## src/rtl/sdc_response_reader.sv

```systemverilog
// Receives a 48-bit SD command response from the serial CMD line, checks its
// CRC7 and framing bits, and reports completion or a start-bit timeout.
module sdc_response_reader #(
  parameter int NCR_MAX = 64
) (
  input  logic        clk,
  input  logic        reset,
  input  logic        cmd_in,
  input  logic        sample_en,
  input  logic        arm,
  input  logic        skip_crc,
  output logic [47:0] response,
  output logic        resp_valid,
  output logic        crc_err,
  output logic        frame_err,
  output logic        timeout,
  output logic        busy
);

  localparam int WW = $clog2(NCR_MAX + 1);

  typedef enum logic [1:0] {IDLE, WAIT_START, RECEIVE, CHECK} state_t;

  state_t        state;
  logic [47:0]   shift_reg;
  logic [5:0]    bit_cnt;
  logic [WW-1:0] wait_cnt;
  logic [6:0]    crc_reg;
  logic          skip_reg;

  // One serial step of CRC7, polynomial x^7 + x^3 + 1.
  function automatic logic [6:0] crc7_step(input logic [6:0] c, input logic b);
    logic fb;
    fb = b ^ c[6];
    return {c[5:0], 1'b0} ^ (fb ? 7'h09 : 7'h00);
  endfunction

  always_ff @(posedge clk or negedge reset) begin
    if (!reset) begin
      state      <= IDLE;
      shift_reg  <= '0;
      bit_cnt    <= '0;
      wait_cnt   <= '0;
      crc_reg    <= '0;
      skip_reg   <= 1'b0;
      response   <= '0;
      resp_valid <= 1'b0;
      crc_err    <= 1'b0;
      frame_err  <= 1'b0;
      timeout    <= 1'b0;
      busy       <= 1'b0;
    end else begin
      resp_valid <= 1'b0;
      timeout    <= 1'b0;
      case (state)
        IDLE: begin
          // A strobe coinciding with arm is deliberately not sampled.
          if (arm) begin
            state     <= WAIT_START;
            busy      <= 1'b1;
            crc_err   <= 1'b0;
            frame_err <= 1'b0;
            wait_cnt  <= '0;
            bit_cnt   <= '0;
            crc_reg   <= '0;
            shift_reg <= '0;
            skip_reg  <= skip_crc;
          end
        end
        WAIT_START: begin
          if (sample_en) begin
            if (!cmd_in) begin
              shift_reg <= {shift_reg[46:0], 1'b0};
              bit_cnt   <= 6'd1;
              crc_reg   <= crc7_step(crc_reg, 1'b0);
              state     <= RECEIVE;
            end else begin
              wait_cnt <= wait_cnt + 1'b1;
              if (wait_cnt == WW'(NCR_MAX - 1)) begin
                timeout <= 1'b1;
                busy    <= 1'b0;
                state   <= IDLE;
              end
            end
          end
        end
        RECEIVE: begin
          if (bit_cnt == 6'd48) begin
            state <= CHECK;
          end else if (sample_en) begin
            shift_reg <= {shift_reg[46:0], cmd_in};
            bit_cnt   <= bit_cnt + 6'd1;
            // CRC covers bits 47..8; bit_cnt 1..39 maps to bits 46..8.
            if (bit_cnt < 6'd40) begin
              crc_reg <= crc7_step(crc_reg, cmd_in);
            end
          end
        end
        CHECK: begin
          response   <= shift_reg;
          crc_err    <= !skip_reg && (crc_reg != shift_reg[7:1]);
          frame_err  <= shift_reg[46] | ~shift_reg[0];
          resp_valid <= 1'b1;
          busy       <= 1'b0;
          state      <= IDLE;
        end
        default: begin
          state <= IDLE;
          busy  <= 1'b0;
        end
      endcase
    end
  end

endmodule

```

## config.mk

```make
export PLATFORM = sky130hd
export DESIGN_NAME = sdc_response_reader
export DESIGN_NICKNAME = d
export VERILOG_FILES = /design/src/rtl/sdc_response_reader.sv
export SDC_FILE = /design/constraint.sdc
export NUM_CORES = 1
export LEC_CHECK = 0
export CELL_PAD_IN_SITES_DETAIL_PLACEMENT = 1
export CELL_PAD_IN_SITES_GLOBAL_PLACEMENT = 2
export CORE_UTILIZATION = 38
export DETAILED_ROUTE_END_ITERATION = 8
export HOLD_SLACK_MARGIN = 0.05
export PLACE_DENSITY = 0.77
export SETUP_SLACK_MARGIN = 0.3
export SLEW_MARGIN = 25
export SYNTH_ARGS = -nofsm -noshare
export SYNTH_HDL_FRONTEND = slang
export SYNTH_SLANG_ARGS = --single-unit
```

## constraint.sdc

```tcl
create_clock -name clk -period 2.84 [get_ports clk]
set_input_delay 0.426 -clock clk [delete_from_list [all_inputs] [get_ports clk]]
set_output_delay 0.426 -clock clk [all_outputs]
set_load 0.1 [all_outputs]
```

==> summary.txt <==
Pwr
  • Maximum vdd ir drop: 0.421 mV
  • Combinational group share of total power: 37.2%
  • Total power per unit cell area: 931 nW/µm²
  • Net switching power of the design: 2.41 mW
  • Sequential share of power: 32.1%
  • Static leakage: 3.30 nW
  • Total chip power: 6.34 mW
  • Fraction of power consumed by the clock network: 30.7%
  • Pint: 3.94 mW
  • Switching share of power: 37.9%

Setup path
  • Worst EP required: 3160 ps
  • Ordered list of cells on the worst path: inv_1, ha_1, nor2b_1, a211oi_2, buf_4, nor2b_1, buf_4, mux2i_1
  • Data arrival, critical path: 2580 ps
  • Crit. End Element: register
  • Largest stage delay, worst path: 450 ps
  • Worst setup path category: reg2reg
  • CP Launch Type: register
  • Slowest CP cell: sky130_fd_sc_hd__dfrtp_1
  • Biggest fanout along the worst timing path: 6
  • Worst Reg2Reg Path Length in Cells: 8

Floorplan
  • IO Count: 59
  • CORE AREA: 14500 µm²
  • Vert. Die Dim: 124 µm
  • Number of cell rows: 44
  • Floorplan die area: 15300 µm²
  • Width of the die: 124 µm
  • Initial cell density of the core: 38.9%

Routing
  • Via Count: 3676
  • DRC errors left: 0
  • Post-DR vias/cell: 4.92
  • Detailed Route Iter0 Violations: 178
  • Number of iterations in the first detailed-routing pass: 4
  • Average detailed-routed wire length per instance: 16.4 µm
  • Total routed wirelength: 12.3 mm
  • Count of nets left with antenna violations after detail routing: 0

Flow run
  • Number of maximum-capacitance violations: 0

Clocking
  • Worst skew pair latency: 420 ps
  • Clock tree from TritonCTS: yes
  • Deepest level of the CTS H-tree: 4
  • Clock root buffer master: sky130_fd_sc_hd__clkbuf_16
  • Maximum count of clock buffers along a single path: 2
  • Clock Pin Slew Worst Setup and Hold Paths: 60 ps
  • Number of buffers created by CTS: 17
  • Sink count of the clock tree: 124

Timing
  • Final-report setup violation count: 0
  • Tightest hold margin: 470 ps
  • Unrepaired setup endpoints after global routing: no
  • Worst Skew: 8.07 ps
  • Crit share post-route: 79.4%
  • Number of max-slew violations in the final report: 0
  • Final hold violation count: 0
  • Final critical delay including setup and external delays: 2250 ps
  • Worst max-slew margin expressed relative to the limit: 58.8%
  • Total negative slack: 0 ps
  • Slew at the pin closest to its max-slew limit: 619 ps
  • Fmax: 444 MHz

Synthesis
  • Syn Nets: 501
  • Post-Synthesis Cell Area: 5630 µm²
  • Post-synthesis sequential element count: 124
  • Total number of yosys warnings: 0
  • EDFF count, synth: 0
  • Sequential element share of the synthesized area: 55.1%
  • Commonest register cell after synthesis: sky130_fd_sc_hd__dfrtp_1
  • Cell count after synthesis: 485
  • Synth async-reset ratio: 100%
  • Post-synthesis area per instance: 11.6 µm²
  • Number of distinct library cells after synthesis: 41

Status
  • Run status: complete, no violations

Place
  • Number of cells in the design after placement: 716
  • Input/output buffers: 58
  • Area after detailed placement: 6280 µm²
  • Routability congestion estimate from global placement: 0.726
  • Half-perimeter wire length of the detailed placement result: 8.31 mm

Global routing
  • Wire length of the first global-routing pass: 20.8 mm
  • Gr usage total: 18.1%
  • Number of global-route vias before repair: 4068
  • Total gr overflow: 0
  • Pin count of the biggest net entering global routing: 54
  • Initial antenna violation count: 0

Cells and area
  • Non-Filler Instances: 747
  • Synth-to-Final Area Change: 21.1%
  • Share of post-route cells with drive strength above 1: 26.5%
  • Number of nets in the final layout: 568
  • Antenna diodes: 0
  • Design Area, Final: 6820 µm²

Worst hold path
  • Hold depth: 1
  • HP Class: reg2reg
[critical path: cells and delay by family, from the launching register on]
kind | cells | cell delay (ps)
flip-flops | 1 | 450
AO/OA/AOI/OAI | 1 | 270
buffers and inverters | 3 | 540
multiplexers | 1 | 230
adder cells (fa/ha/maj) | 1 | 280
AND/OR/NAND/NOR | 2 | 390
[per-layer routing]
metal | up-vias | share of wire (%) | GRT usage (%)
li1 | 1733 | - | -
met1 | 1873 | 45 | 22.0
met2 | 52 | 50 | 30.2
met3 | 18 | 3.6 | 5.36
met4 | 0 | 1.4 | 6.63
met5 | - | 0 | 0
[metrics by stage]
| step | utilization (%) | setup WS, ps |
|---|---|---|
| after floorplan | - | 766 |
| after global routing | 47.1 | 376 |
| after CTS | 47.1 | 542 |
| final | 47.1 | 586 |
| after global placement | 43.4 | 521 |
| after detailed placement | 43.4 | 432 |
[placed cells by master (no fill, tap or decap), drive strengths merged, types with 5 or more instances in the layout]
master  Yosys  final
nand3       8      8
mux2       50     50
inv        62     62
nand2      71     71
clkinv      0      6
dfrtp     124    124
mux2i      57     57
buf        12     66
clkbuf     11     22
xnor2       5      5
xor2        5      5
o21ai      14     14
ha         10     10
nand2b      5      5
a31oi       6      6
nor2        7      7
[power by group through the flow]
stage / combinational, mW / clock (mW) / sequential, mW
after floorplan: 1.44 / 0 / 2.56
after global placement: 2.34 / 0 / 2.06
after detailed placement: 2.38 / 0 / 2.07
after CTS: 2.41 / 2.01 / 2.04
after global routing: 2.54 / 2.08 / 2.06
final: 2.36 / 1.95 / 2.04
[synth_stat cells (3+ instances only)]
library cell                 n  area (µm²)
sky130_fd_sc_hd__ha_1       10         125
sky130_fd_sc_hd__xor2_1      5        43.8
sky130_fd_sc_hd__mux2_2     50         563
sky130_fd_sc_hd__buf_1       5        18.8
sky130_fd_sc_hd__nor2b_1     4        25.0
sky130_fd_sc_hd__a31oi_1     6        37.5
sky130_fd_sc_hd__o21ai_0    14        70.1
sky130_fd_sc_hd__dfrtp_1   124        3100
sky130_fd_sc_hd__mux2i_1    57         571
sky130_fd_sc_hd__xnor2_1     5        43.8
sky130_fd_sc_hd__nand2_1    71         267
sky130_fd_sc_hd__a22o_1      4        35.0
sky130_fd_sc_hd__buf_12      5         100
sky130_fd_sc_hd__nand2b_1    5        31.3
sky130_fd_sc_hd__nor2_1      7        26.3
sky130_fd_sc_hd__clkbuf_1   11        41.3
sky130_fd_sc_hd__inv_1      62         233
sky130_fd_sc_hd__nand3_1     8        40.0
sky130_fd_sc_hd__a21oi_1     3        15.0
[worst paths after layout]
kind                                      start                  endpoint  slack, ps
setup / recovery           state[0]$_DFFE_PN0P_    crc_reg[2]$_DFFE_PN0P_        590
hold / removal             skip_reg$_DFFE_PN0P_       crc_err$_DFFE_PN0P_        470
setup reg to reg           state[0]$_DFFE_PN0P_    crc_reg[2]$_DFFE_PN0P_        590
hold reg to reg            skip_reg$_DFFE_PN0P_       crc_err$_DFFE_PN0P_        470
max in group asynchronous                 reset  response[44]$_DFFE_PN0P_       1630
min in group asynchronous                 reset   wait_cnt[3]$_DFFE_PN0P_        500
[timing repair]
item | 4_1_cts | 5_1_grt
hold buffers | 1 | 0
setup buffers | 0 | 0
setup endpoints to repair | 0 | 0
hold endpoints to repair | 33 | 0
gates resized for setup | 0 | 0
[cell type report]
type | count | area [µm²]
fill | 1544 | 7660
sequential | 124 | 3100
multi-input combinational | 276 | 2120
timing repair buffer | 71 | 608
clock buffer | 22 | 454
inverter | 62 | 233
tap | 184 | 230
clock inverter | 8 | 71.3
[logic make-up after synthesis]
kind of cell	share of synthesized area, %
DFF	55.1
adders and majority gates	2.22
buffers and inverters	7.34
AOI/OAI and AO/OA	5.05
xor gates and xnor gates	1.56
and+or+nand+nor	8.56
muxes	20.1
No activity file was read; power rests on OpenSTA's default activity.
